$ cat src/rtl/reg64_access_pkg.sv
// Shared types and constants for the 64-bit register access controller.
// State encoding is kept as plain localparams so the same values can be reused
// by tools and legacy code that predate enum support.
package reg64_access_pkg;

    localparam int unsigned DATA_W_DEFAULT = 64;

    // cmd_write encoding
    localparam logic OP_READ  = 1'b0;
    localparam logic OP_WRITE = 1'b1;

    typedef logic [2:0] state_t;

    localparam state_t ST_PRIME = 3'd0;
    localparam state_t ST_IDLE  = 3'd1;
    localparam state_t ST_ISSUE = 3'd2;
    localparam state_t ST_WAIT  = 3'd3;
    localparam state_t ST_RESP  = 3'd4;

endpackage

$ cat src/rtl/reg64_access_ctrl_if.sv
// Command and response channels of the register access controller.
// master = host/sequencer side, slave = controller side.
interface reg64_access_ctrl_if
    import reg64_access_pkg::*;
#(
    parameter int unsigned ADDR_W = 3,
    parameter int unsigned DATA_W = DATA_W_DEFAULT
);

    logic              cmd_valid;
    logic              cmd_ready;
    logic              cmd_write;
    logic [ADDR_W-1:0] cmd_addr;
    logic [DATA_W-1:0] cmd_wdata;

    logic              rsp_valid;
    logic              rsp_ready;
    logic [DATA_W-1:0] rsp_rdata;
    logic              rsp_err;

    modport master (
        output cmd_valid, cmd_write, cmd_addr, cmd_wdata, rsp_ready,
        input  cmd_ready, rsp_valid, rsp_rdata, rsp_err
    );

    modport slave (
        input  cmd_valid, cmd_write, cmd_addr, cmd_wdata, rsp_ready,
        output cmd_ready, rsp_valid, rsp_rdata, rsp_err
    );

endinterface

$ cat src/rtl/reg64_onehot_dec.sv
// Address to one-hot target enable decoder with a range check.
// The one-hot output is zero when disabled or when the address has no target.
module reg64_onehot_dec
    import reg64_access_pkg::*;
#(
    parameter int unsigned NUM_REGS = 8,
    parameter int unsigned ADDR_W   = 3
) (
    input  logic [ADDR_W-1:0]   addr_i,
    input  logic                en_i,
    output logic [NUM_REGS-1:0] onehot_o,
    output logic                in_range_o
);

    // Range check and gated one-hot decode
    always_comb begin
        in_range_o = (32'(addr_i) < NUM_REGS);
        onehot_o   = '0;
        for (int unsigned i = 0; i < NUM_REGS; i++) begin
            onehot_o[i] = en_i && in_range_o && (32'(addr_i) == i);
        end
    end

endmodule

$ cat src/rtl/reg64_access_ctrl.sv
// Initiator for a bank of 64-bit register targets with one-hot strobes.
// Takes one command at a time over cmd valid/ready, strobes the addressed
// target, and returns status and read data over rsp valid/ready.
// Optional build macro READBACK_VERIFY_EN: every write is followed by a read of
// the same target and the response reports a readback mismatch.
module reg64_access_ctrl
    import reg64_access_pkg::*;
#(
    parameter int unsigned NUM_REGS = 8,
    parameter int unsigned ADDR_W   = 3,
    parameter int unsigned DATA_W   = DATA_W_DEFAULT,
    parameter int unsigned RD_LAT   = 1
) (
    input  logic                Clk,
    input  logic                Rst,
    reg64_access_ctrl_if.slave  bus,
    output logic [NUM_REGS-1:0] reg_en,
    output logic                reg_read,
    output logic [DATA_W-1:0]   reg_wdata,
    input  logic [DATA_W-1:0]   reg_rdata
);

    localparam int unsigned CNT_W = 4;

    state_t            state_q, state_d;
    logic [ADDR_W-1:0] addr_q, addr_d;
    logic              write_q, write_d;
    logic [DATA_W-1:0] wdata_q, wdata_d;
    logic [CNT_W-1:0]  cnt_q, cnt_d;
    logic              rb_q, rb_d;      // second (readback) strobe of a write
    logic [DATA_W-1:0] rdata_q, rdata_d;
    logic              err_q, err_d;

    logic                active;
    logic [ADDR_W-1:0]   dec_addr;
    logic [NUM_REGS-1:0] dec_onehot;
    logic                dec_in_range;

    // Outputs are held low while Rst is asserted so that the PRIME strobe only
    // shows in the first cycle after release.
    assign active   = ~Rst;
    assign dec_addr = (state_q == ST_ISSUE) ? addr_q : bus.cmd_addr;

    reg64_onehot_dec #(
        .NUM_REGS (NUM_REGS),
        .ADDR_W   (ADDR_W)
    ) u_dec (
        .addr_i     (dec_addr),
        .en_i       (active && (state_q == ST_ISSUE)),
        .onehot_o   (dec_onehot),
        .in_range_o (dec_in_range)
    );

    // Next-state: command capture, strobe sequencing, latency count, response
    always_comb begin
        state_d = state_q;
        addr_d  = addr_q;
        write_d = write_q;
        wdata_d = wdata_q;
        cnt_d   = cnt_q;
        rb_d    = rb_q;
        rdata_d = rdata_q;
        err_d   = err_q;
        case (state_q)
            ST_PRIME: state_d = ST_IDLE;
            ST_IDLE: begin
                if (bus.cmd_valid) begin
                    addr_d  = bus.cmd_addr;
                    write_d = bus.cmd_write;
                    wdata_d = bus.cmd_wdata;
                    rb_d    = 1'b0;
                    rdata_d = '0;
                    err_d   = 1'b0;
                    if (dec_in_range) begin
                        state_d = ST_ISSUE;
                    end else begin
                        err_d   = 1'b1;
                        state_d = ST_RESP;
                    end
                end
            end
            ST_ISSUE: begin
                if ((write_q == OP_WRITE) && !rb_q) begin
`ifdef READBACK_VERIFY_EN
                    rb_d = 1'b1;
`else
                    state_d = ST_RESP;
`endif
                end else begin
                    cnt_d   = CNT_W'(RD_LAT - 1);
                    state_d = ST_WAIT;
                end
            end
            ST_WAIT: begin
                if (cnt_q == '0) begin
                    rdata_d = reg_rdata;
`ifdef READBACK_VERIFY_EN
                    err_d = (write_q == OP_WRITE) && (reg_rdata != wdata_q);
`endif
                    state_d = ST_RESP;
                end else begin
                    cnt_d = cnt_q - 1'b1;
                end
            end
            ST_RESP: begin
                if (bus.rsp_ready) begin
                    state_d = ST_IDLE;
                end
            end
            default: state_d = ST_PRIME;
        endcase
    end

    // State and datapath registers, synchronous reset
    always_ff @(posedge Clk) begin
        if (Rst) begin
            state_q <= ST_PRIME;
            addr_q  <= '0;
            write_q <= OP_READ;
            wdata_q <= '0;
            cnt_q   <= '0;
            rb_q    <= 1'b0;
            rdata_q <= '0;
            err_q   <= 1'b0;
        end else begin
            state_q <= state_d;
            addr_q  <= addr_d;
            write_q <= write_d;
            wdata_q <= wdata_d;
            cnt_q   <= cnt_d;
            rb_q    <= rb_d;
            rdata_q <= rdata_d;
            err_q   <= err_d;
        end
    end

    // Target strobes and channel outputs
    always_comb begin
        reg_en        = (active && (state_q == ST_PRIME)) ? '1 : dec_onehot;
        reg_read      = active && ((state_q == ST_PRIME) ||
                        ((state_q == ST_ISSUE) && ((write_q == OP_READ) || rb_q)));
        reg_wdata     = active ? wdata_q : '0;
        bus.cmd_ready = active && (state_q == ST_IDLE);
        bus.rsp_valid = active && (state_q == ST_RESP);
        bus.rsp_rdata = active ? rdata_q : '0;
        bus.rsp_err   = active && err_q;
    end

endmodule

$ cat src/flat_wrapper.sv
// flat-port wrapper written by rule: the top's interface ports become plain ports
module reg64_access_ctrl_flat import reg64_access_pkg::*;
#(
    parameter int unsigned NUM_REGS = 8,
    parameter int unsigned ADDR_W   = 3,
    parameter int unsigned DATA_W   = DATA_W_DEFAULT,
    parameter int unsigned RD_LAT   = 1
)
  (Clk, Rst, reg_en, reg_read, reg_wdata, reg_rdata, bus_cmd_valid, bus_cmd_write, bus_cmd_addr, bus_cmd_wdata, bus_rsp_ready, bus_cmd_ready, bus_rsp_valid, bus_rsp_rdata, bus_rsp_err);
  reg64_access_ctrl_if #(.ADDR_W(ADDR_W), .DATA_W(DATA_W)) bus_i ();
  input  logic Clk;
  input  logic Rst;
  output logic [NUM_REGS-1:0] reg_en;
  output logic reg_read;
  output logic [DATA_W-1:0] reg_wdata;
  input  logic [DATA_W-1:0] reg_rdata;
  input wire logic [$bits(bus_i.cmd_valid)-1:0] bus_cmd_valid;
  input wire logic [$bits(bus_i.cmd_write)-1:0] bus_cmd_write;
  input wire logic [$bits(bus_i.cmd_addr)-1:0] bus_cmd_addr;
  input wire logic [$bits(bus_i.cmd_wdata)-1:0] bus_cmd_wdata;
  input wire logic [$bits(bus_i.rsp_ready)-1:0] bus_rsp_ready;
  output wire logic [$bits(bus_i.cmd_ready)-1:0] bus_cmd_ready;
  output wire logic [$bits(bus_i.rsp_valid)-1:0] bus_rsp_valid;
  output wire logic [$bits(bus_i.rsp_rdata)-1:0] bus_rsp_rdata;
  output wire logic [$bits(bus_i.rsp_err)-1:0] bus_rsp_err;
  assign bus_i.cmd_valid = bus_cmd_valid;
  assign bus_i.cmd_write = bus_cmd_write;
  assign bus_i.cmd_addr = bus_cmd_addr;
  assign bus_i.cmd_wdata = bus_cmd_wdata;
  assign bus_i.rsp_ready = bus_rsp_ready;
  assign bus_cmd_ready = bus_i.cmd_ready;
  assign bus_rsp_valid = bus_i.rsp_valid;
  assign bus_rsp_rdata = bus_i.rsp_rdata;
  assign bus_rsp_err = bus_i.rsp_err;
  reg64_access_ctrl #(.NUM_REGS(NUM_REGS), .ADDR_W(ADDR_W), .DATA_W(DATA_W), .RD_LAT(RD_LAT)) u_core (.Clk(Clk), .Rst(Rst), .bus(bus_i), .reg_en(reg_en), .reg_read(reg_read), .reg_wdata(reg_wdata), .reg_rdata(reg_rdata));
endmodule
$ cat config.mk
export PLATFORM = sky130hd
export DESIGN_NAME = reg64_access_ctrl_flat
export DESIGN_NICKNAME = d
export VERILOG_FILES = /design/src/rtl/reg64_access_pkg.sv /design/src/rtl/reg64_access_ctrl_if.sv /design/src/rtl/reg64_onehot_dec.sv /design/src/rtl/reg64_access_ctrl.sv /design/src/flat_wrapper.sv
export SDC_FILE = /design/constraint.sdc
export NUM_CORES = 1
export LEC_CHECK = 0
export ABC_CLOCK_PERIOD_IN_PS = 3300
export CORE_MARGIN = 2
export CORE_UTILIZATION = 35
export DETAILED_ROUTE_END_ITERATION = 12
export HOLD_SLACK_MARGIN = 0.1
export PLACE_DENSITY = 0.79
export SYNTH_ARGS = -nofsm -noshare
export SYNTH_HDL_FRONTEND = slang
export SYNTH_HIERARCHICAL = 1
export SYNTH_SLANG_ARGS = --single-unit
$ cat constraint.sdc
create_clock -name Clk -period 3.3 [get_ports Clk]
set_clock_uncertainty 0.2 [all_clocks]
set_input_delay 0.66 -clock Clk [delete_from_list [all_inputs] [get_ports Clk]]
set_output_delay 0.66 -clock Clk [all_outputs]
set_load 0.01 [all_outputs]
### After elaboration in Yosys (flattened, before gate mapping)

Cells that the tools add are included.

* latch bits: 0
* memory bits (writable): 0
* logic and storage cells: 64
* memory bits (read-only): 0
* output and inout bits: 140
* memories: 0
* register bits after elaboration: 139
* input port bits: 136

* $lt $le $gt $ge: 0
* multiplexer cells: 15
* shift operators: 0
* $mul: 0
* bitwise gates (word level): 2
* div/mod/pow operators: 0
* reduce and logical (&&, ||, !) cells: 24
* equal/unequal tests: 16
* add/subtract/negate cells: 1

Operator list (count)
* 64-bit two-way mux: 4
* 64-bit one-hot mux with 2 select lines: 1
* 3-bit equality test, second input constant: 5
* 3-bit two-way mux: 5
* 3-bit one-hot mux with 5 select lines: 1
* 1-bit logical AND: 14
* 3-bit by 2-bit equality test with 1-bit output, second input constant: 4
* 3-bit AND reduction: 3
* 4-bit two-way mux: 2
* 8-bit two-way mux: 1
* 2-bit inequality test, second input constant: 4
* 4-bit one-hot mux with 2 select lines: 1
* 3-bit by 1-bit equality test with 1-bit output, second input constant: 2
* 3-bit logical NOT: 2
* 4-bit logical NOT: 1
* 2-bit nonzero test: 2
* 4-bit by 1-bit subtractor with 4-bit output, second input constant: 1
* 2-bit by 1-bit inequality test with 1-bit output, second input constant: 1
* 1-bit NOT: 2
* 2-bit AND reduction: 1
* 1-bit logical OR: 1

### Logic depth before layout (Yosys ltp)

Gate-level depths: netlist of run 1.

* depth after elaboration: 5
* mapped depth: 7
* gate-level depth less buffers: 5

### Cells and area by module

The synthesis of run 1 kept the hierarchy.

By module, submodules not included
* reg64_access_ctrl: cells an instance 722, area each 5804.3 um^2, sequential area each 2802.7 um^2, instances 1
* reg64_onehot_dec: cells an instance 10, area each 107.6 um^2, sequential area each 0.0 um^2, instances 1

### Least setup slack after synthesis of run 1

No wires, ideal clock.

* path kind: register to output
* from: reg u_core.state_q[1]
* to: out reg_en[3]
* path buffers: 1
* data required time: 2.440 ns
* path slack: 0.524 ns
* data arrival time: 1.916 ns
* cell stages (with the launch flop): 7
* path through: dfxtp_1 > buf_1 > nand2b_1 > nor2_1 > mux2_2 > and4b_2 > or2_2

* longest elaborated chain between the ends: 5

RTL lines
* start: declaration: RTL line reg64_access_ctrl.sv:25 `state_t state_q, state_d;`
* start signal: assignment: RTL line reg64_access_ctrl.sv:126 `state_q <= state_d;`
* 3-bit by 2-bit equality test with 1-bit output: RTL line reg64_access_ctrl.sv:42 `assign dec_addr = (state_q == ST_ISSUE) ? addr_q : bus.cmd_addr;`
* 3-bit two-way mux: RTL line reg64_access_ctrl.sv:42
* net u_core.dec_addr[1]: RTL line reg64_access_ctrl.sv:35 `logic [ADDR_W-1:0] dec_addr;`
* 3-bit by 2-bit equality test with 1-bit output: RTL line reg64_onehot_dec.sv:20 `onehot_o[i] = en_i && in_range_o && (32'(addr_i) == i);`
* 1-bit logical AND: RTL line reg64_onehot_dec.sv:20
* net u_core.dec_onehot[3]: RTL line reg64_access_ctrl.sv:36 `logic [NUM_REGS-1:0] dec_onehot;`
* 8-bit two-way mux: RTL line reg64_access_ctrl.sv:139 `reg_en = (active && (state_q == ST_PRIME)) ? '1 : dec_onehot;`
* end: declaration: RTL line flat_wrapper.sv:13 `output logic [NUM_REGS-1:0] reg_en;`

The timed path passes the listed nets, and every way through them passes these cells.

### Worst setup path in the final report of run 1

* from: in bus_cmd_addr[1]
* to: out reg_en[0]

* longest elaborated chain between the ends: 4

RTL lines
* start: declaration: RTL line flat_wrapper.sv:19 `input wire logic [$bits(bus_i.cmd_addr)-1:0] bus_cmd_addr;`
* 3-bit two-way mux: RTL line reg64_access_ctrl.sv:42
* net u_core.dec_addr[1]: RTL line reg64_access_ctrl.sv:35
* 3-bit logical NOT: RTL line reg64_onehot_dec.sv:20
* 1-bit logical AND: RTL line reg64_onehot_dec.sv:20
* net u_core.dec_onehot[0]: RTL line reg64_access_ctrl.sv:36
* 8-bit two-way mux: RTL line reg64_access_ctrl.sv:139

The timed path passes the listed nets, and every way through them passes these cells.

==> results of run 1 <==
## cells by family after synthesis
family | count (synthesis) | synth area share (%)
other cells | 1 | 0.0634
simple gates | 311 | 25.1
fa+ha+maj | 1 | 0.212
flops | 140 | 47.4
buf+inv | 126 | 8.85
mux | 5 | 0.952
compound gates | 148 | 17.4
## synthesized netlist by cell type, types with 2 or more instances
library cell    n  area, um^2
and4bb_2        3        37.5
clkbuf_1       42         158
o2bb2ai_1      64         561
o21bai_1        2        15.0
nand2_1       202         758
nor4_1          2        12.5
nor2_1          7        26.3
nand4bb_1       2        22.5
or2_2           8        50.1
inv_1          68         255
nand4_1         3        18.8
mux2_2          5        56.3
o21ai_0         2        10.0
nor4b_1         2        17.5
dfxtp_1       140        2800
a21oi_1        72         360
buf_1           7        26.3
buf_6           6        67.6
nor2b_1        67         419
nor3_1          4        20.0
and4b_2         3        33.8
## cell type report
type / count / share of cell area (%)
Clock buffer: 19 / 4.76
Timing Repair Buffer: 293 / 30.8
Clock inverter: 13 / 1.46
Sequential cell: 140 / 29.5
Tap cell: 220 / 2.90
Multi-Input combinational cell: 466 / 27.9
Inverter: 69 / 2.72
## metrics by stage
step / hold WS (ps) / area [um^2] / setup slack [ps] / utilization (%)
after floorplan: 232 / 5910 / 524 / -
after global placement: 237 / 8870 / 38.4 / 53.7
after detailed placement: 242 / 8870 / -0.683 / 53.7
after CTS: 250 / 9480 / 57.6 / 57.4
after global routing: 265 / 9510 / -13.9 / 57.5
final: 249 / 9510 / 61.5 / 57.5
## what timing repair did
item | CTS | global route
resized for setup | 13 | 0
hold buffers | 0 | 0
pin swaps | 1 | 1
endpoints found under the setup margin | 8 | 1
setup buffers | 0 | 3
hold endpoints to repair | 0 | 0
## power by group
group          total (mW)  switching, mW  leakage [nW]  internal (mW)
clock network        1.90          0.742         0.278           1.15
logic               0.552          0.248          2.51          0.304
registers            1.78         0.0245          1.14           1.75
## path summary, 6_finish.rpt
kind                                                       from                              end  depth (start not counted)  slack, ps
worst max-delay path                            bus_cmd_addr[1]                        reg_en[0]                          5         60
worst min-delay path            u_core/wdata_q[30]$_SDFFE_PP0P_  u_core/wdata_q[30]$_SDFFE_PP0P_                          2        250
worst max register to register     u_core/cnt_q[0]$_SDFFE_PP0P_  u_core/rdata_q[33]$_SDFFE_PP0P_                          6        920
worst min register to register  u_core/wdata_q[30]$_SDFFE_PP0P_  u_core/wdata_q[30]$_SDFFE_PP0P_                          2        250
## metal layers
metal | share of wire, % | up-vias
met2 | 48 | 213
met3 | 9.4 | 19
met4 | 1.6 | 0
li1 | - | 2892
met5 | 0 | -
met1 | 41 | 2587
## sequential cells by signal, indices dropped and copies added (netlist names)
register / count
u_core/rdata_q: 64
u_core/wdata_q: 64
u_core/cnt_q: 4
u_core/addr_q: 3
u_core/state_q: 3
u_core/err_q: 1
u_core/write_q: 1
## critical path, stage by stage
cell and delay, ps:
clkdlybuf4s50_1 440, mux2_4 310, nor4b_2 290, or2_2 150, clkdlybuf4s50_1 520
==> metrics, run 1 <==
CTS tree=yes; root buffer cell=clkbuf_16; Clock Path Buffers=2; Max Cap Viol=0; post-route ant nets=0; vias in the first global route=approximately 5.4k; critical path class=input port to primary output; critical path arrival=2380 ps; commonest non-fill, non-tap cell in the layout=clkdlybuf4s50_1; Leak=slightly below 4 nW; FF/Latch Area=approximately 2800 um^2; DRC=0; max_slew headroom=29.3%; worst-path fanout max=4; gr ovfl total=0; mean area per synthesized cell=8.08 um^2; worst hold-check path type=register to register; routability cong.=0.754; Sink Count=140; H-tree levels=4; Peak supply drop=roughly 320 uV; Synth async-reset ratio=0%; met1 Usage GRT=21.4%; commonest non-fill, non-tap cells in the layout=clkdlybuf4s50_1 (267), nand2_1 (202), dfxtp_1 (140); Area growth, synth to finish=60.8%; diode count=0; die width=134 um; largest net degree at the start of global routing=90; DR pass1 iterations=4; port bufs=275; overall routing resource usage=18.8%; vias per inst=about 4.7; yosys warns=6; Syn Std Cell Area=between 5000 and 6000 um^2; Synth cell types=42; Die Ht=approximately 130 um; crit path launch type=input port; FILL cells=1490; FF+latch count, synth=140; CTS Buf Count=17; Slew Viols, Final=0; Max Clk Rate=309 MHz; fin nets=about 1.1k; net count after synthesis=869; initial antenna violation count=1; Post-synth EDFFs=0; clk slew on worst S/H paths=~60 ps; drt wl/cell=~14 um; layout cells sized above 1=8.00%; Std-Cell Rows=47; Placed Cells=1185; post-detail-place hpwl=11800 um; final period utilization=98.1%; routed vias=5711; wirelength, routed=about 17000 um; clock latency on the worst-skew pair=410 ps; PwrDens=444 nW/um^2; Final Power=roughly 4.2 mW; Crit path required time=2440 ps; area taken by multi-input logic gates=2650 um^2; met2 Use GR=32.3%; worst-margin pin slew=1060 ps; fin crit period=3240 ps; Non-Filler Instances=around 1.2k; setup TNS=0 ps; Final setup viols=0; Hold Vio Cnt, Final=0; predominant post-synthesis flop cell=dfxtp_1; first-pass GRT wire length=roughly 27000 um; initial core utilization=35.8%; Syn Inst Count=~730; busiest grt layer=met2; core area=16500 um^2; post-synthesis sequential area ratio=47.4%; I/O Pins=276; die area=17900 um^2; Initial DRC Count=approximately 190; crit end category=primary output; status=finished clean; met3 GRT Util=7.29%
Power figures use the tool's default switching activity.
==> inputs of run 2 (changes only) <==
- CORE_UTILIZATION: 35 -> 41
- PLACE_DENSITY: 0.79 -> 0.89
==> run 2 against run 1 <==
Critical path depth is 1 higher; clock-buffer cell count shrank 2; via count is 1.5% lower; sequential share of layout area rose by 0.31 points; critical endpoint is now reg_en[5].
==> metrics, run 2 (same netlist as run 1, synthesis figures left out) <==
Clk pwr share=43.6% (-1.3 points); Max Cap Viol=0 (unchanged); Hold Vio Cnt, Final=0 (unchanged); largest net degree at the start of global routing=80 (-11%); vias in the first global route=5216 (-3.6%); DR pass1 iterations=4 (unchanged); port bufs=275 (unchanged); layout cells sized above 1=7.44% (-0.56 points); core area=14000 um^2 (-15%); vias per inst=4.79 (+2.3%); routability cong.=0.793 (+5.2%); overall routing resource usage=21.2% (+2.4 points); fin nets=1120 (-0.36%); worst-margin pin slew=698 ps (-360 ps); Util after Layout=67.3% (+9.7 points); Sw Ratio=23.6% (-0.40 points); final setup margin=152 ps (+90.9 ps); R2R Path End=u_core/rdata_q[56]$_SDFFE_PP0P_; status=finished clean; CTS tree=yes; area taken by multi-input logic gates=2650 um^2 (-0.19%); setup TNS=0 ps (unchanged); Final setup viols=0 (unchanged); crit end category=primary output; DRC=0 (unchanged); initial antenna violation count=0 (-1); Leak=3.90 nW (-0.55%); Area growth, synth to finish=59.1%; final period utilization=95.4% (-2.8 points); Slew Viols, Final=0 (unchanged); Peak supply drop=347 uV (+7.5%); R2R cell count=6 (unchanged); worst-path fanout max=8 (+4); Largest regs=u_core/rdata_q (64), u_core/wdata_q (64), u_core/cnt_q (4); Max Clk Rate=318 MHz (+2.9%); Seq pwr share=43.1% (+1.1 points); design area=9410 um^2 (-1.0%); Placed Cells=1144 (-3.5%); Crit Reg-Reg Startpoint=u_core/cnt_q[1]$_SDFFE_PP0P_; FILL cells=1117 (-25%); Initial DRC Count=276 (+45%); initial core utilization=42.3% (+6.5 points); critical path arrival=2290 ps (-90 ps); worst hold-check path type=register to register; crit path launch type=register; commonest non-fill, non-tap cells in the layout=clkdlybuf4s50_1 (266), nand2_1 (202), dfxtp_1 (140); Non-Filler Instances=1174 (-3.8%); Setup Slack @ Placement=24.0 ps (+24.6 ps); hold_buf cts=0 (unchanged); FF/Latch Area=2800 um^2 (unchanged); Hold Path Depth=2 (unchanged); wirelength, routed=16600 um (-2.3%); critical path class=register to primary output; commonest non-fill, non-tap cell in the layout=clkdlybuf4s50_1; PwrDens=438 nW/um^2 (-1.4%); RSZ-0062 raised after global routing=no; max_slew headroom=53.5% (+24 points); fin crit period=3150 ps (-90.9 ps); post-CTS sizing=14 (+1); root buffer cell=clkbuf_16; r2r setup slk=930 ps (about the same); Int Power=3.15 mW (-1.9%); HP Start=u_core/wdata_q[25]$_SDFFE_PP0P_; post-detail-place hpwl=11500 um (-2.6%); area post-placement=8840 um^2 (-0.37%); H-tree levels=4 (unchanged); WHS=248 ps (-0.919 ps); post-CTS setup buffers=0 (unchanged); gr ovfl total=0 (unchanged); I/O Pins=276 (unchanged); Sink Count=140 (unchanged); clock latency on the worst-skew pair=420 ps (about the same); die width=124 um (-7.4%); Die Ht=124 um (-7.4%); CTS Buf Count=17 (unchanged); Gate power share=13.3% (+0.2 points); Clock Path Buffers=2 (unchanged); routed vias=5624 (-1.5%); first-pass GRT wire length=25300 um (-6.1%); Final Power=4.12 mW (-2.4%); NetSw=973 uW (-4.0%); Std-Cell Rows=43 (-8.5%); post-route ant nets=0 (unchanged); Crit path required time=2440 ps (about the same); hold endpoint=u_core/wdata_q[25]$_SDFFE_PP0P_; die area=15400 um^2 (-14%); clk slew on worst S/H paths=60 ps (about the same); drt wl/cell=14.1 um (+1.5%); diode count=0 (unchanged)
[run 2: cell types whose count changed in the layout (fill, tap and decap cells not counted), sizes merged, moves of 2 or more]
cell	delta
clkinv	+4
inv	-3
buf	-4
clkbuf	-2
[run 2: worst max path at each step]
| stage | from | endpoint | slack (ps) | depth (start not counted) |
|---|---|---|---|---|
| 2_1_floorplan | u_core/state_q[1]$_SDFFE_PP0P_ | reg_en[3] | 520 | 6 |
| 3_3_place_gp | bus_cmd_addr[2] | reg_en[5] | 40 | 5 |
| 3_5_place_dp | bus_cmd_addr[2] | reg_en[5] | 20 | 5 |
| 4_1_cts | u_core/state_q[2]$_SDFFE_PP0P_ | reg_en[5] | 130 | 6 |
| 5_1_grt | u_core/state_q[2]$_SDFFE_PP0P_ | reg_en[7] | 70 | 6 |
| 6_report | u_core/state_q[2]$_SDFFE_PP0P_ | reg_en[5] | 150 | 6 |
[run 2: routing by layer]
metal	wire length [um]	up-vias	GRT usage [%]
met5	0	-	0
met4	554	0	11.0
met3	1560	34	8.65
met2	7920	210	34.2
met1	6560	2503	24.1
li1	-	2877	-
[run 2: layout make-up]
| class | count | area share, % |
|---|---|---|
| Clock buffer | 17 | 4.52 |
| Timing Repair Buffer | 289 | 31.0 |
| Tap cell | 180 | 2.39 |
| Inverter | 69 | 2.75 |
| Multi-Input combinational cell | 466 | 28.1 |
| Sequential cell | 140 | 29.8 |
| Clock inverter | 13 | 1.37 |
[run 2: power by group through the flow]
stage          Combinational [mW]  Clock, mW  Sequential [mW]
4_1_cts                     0.553       1.84             1.78
3_5_place_dp                0.554          0             1.81
2_1_floorplan               0.252          0             1.81
3_3_place_gp                0.548          0             1.81
5_1_grt                     0.596       1.92             1.78
6_report                    0.547       1.80             1.78
[run 2: critical path, cell delays in order, from the launching register on]
cell	delay (ps)
dfxtp_1	310
nand2b_2	210
nor2_4	190
mux2_4	360
and4b_2	240
or2_2	280
dlygate4sd2_1	280
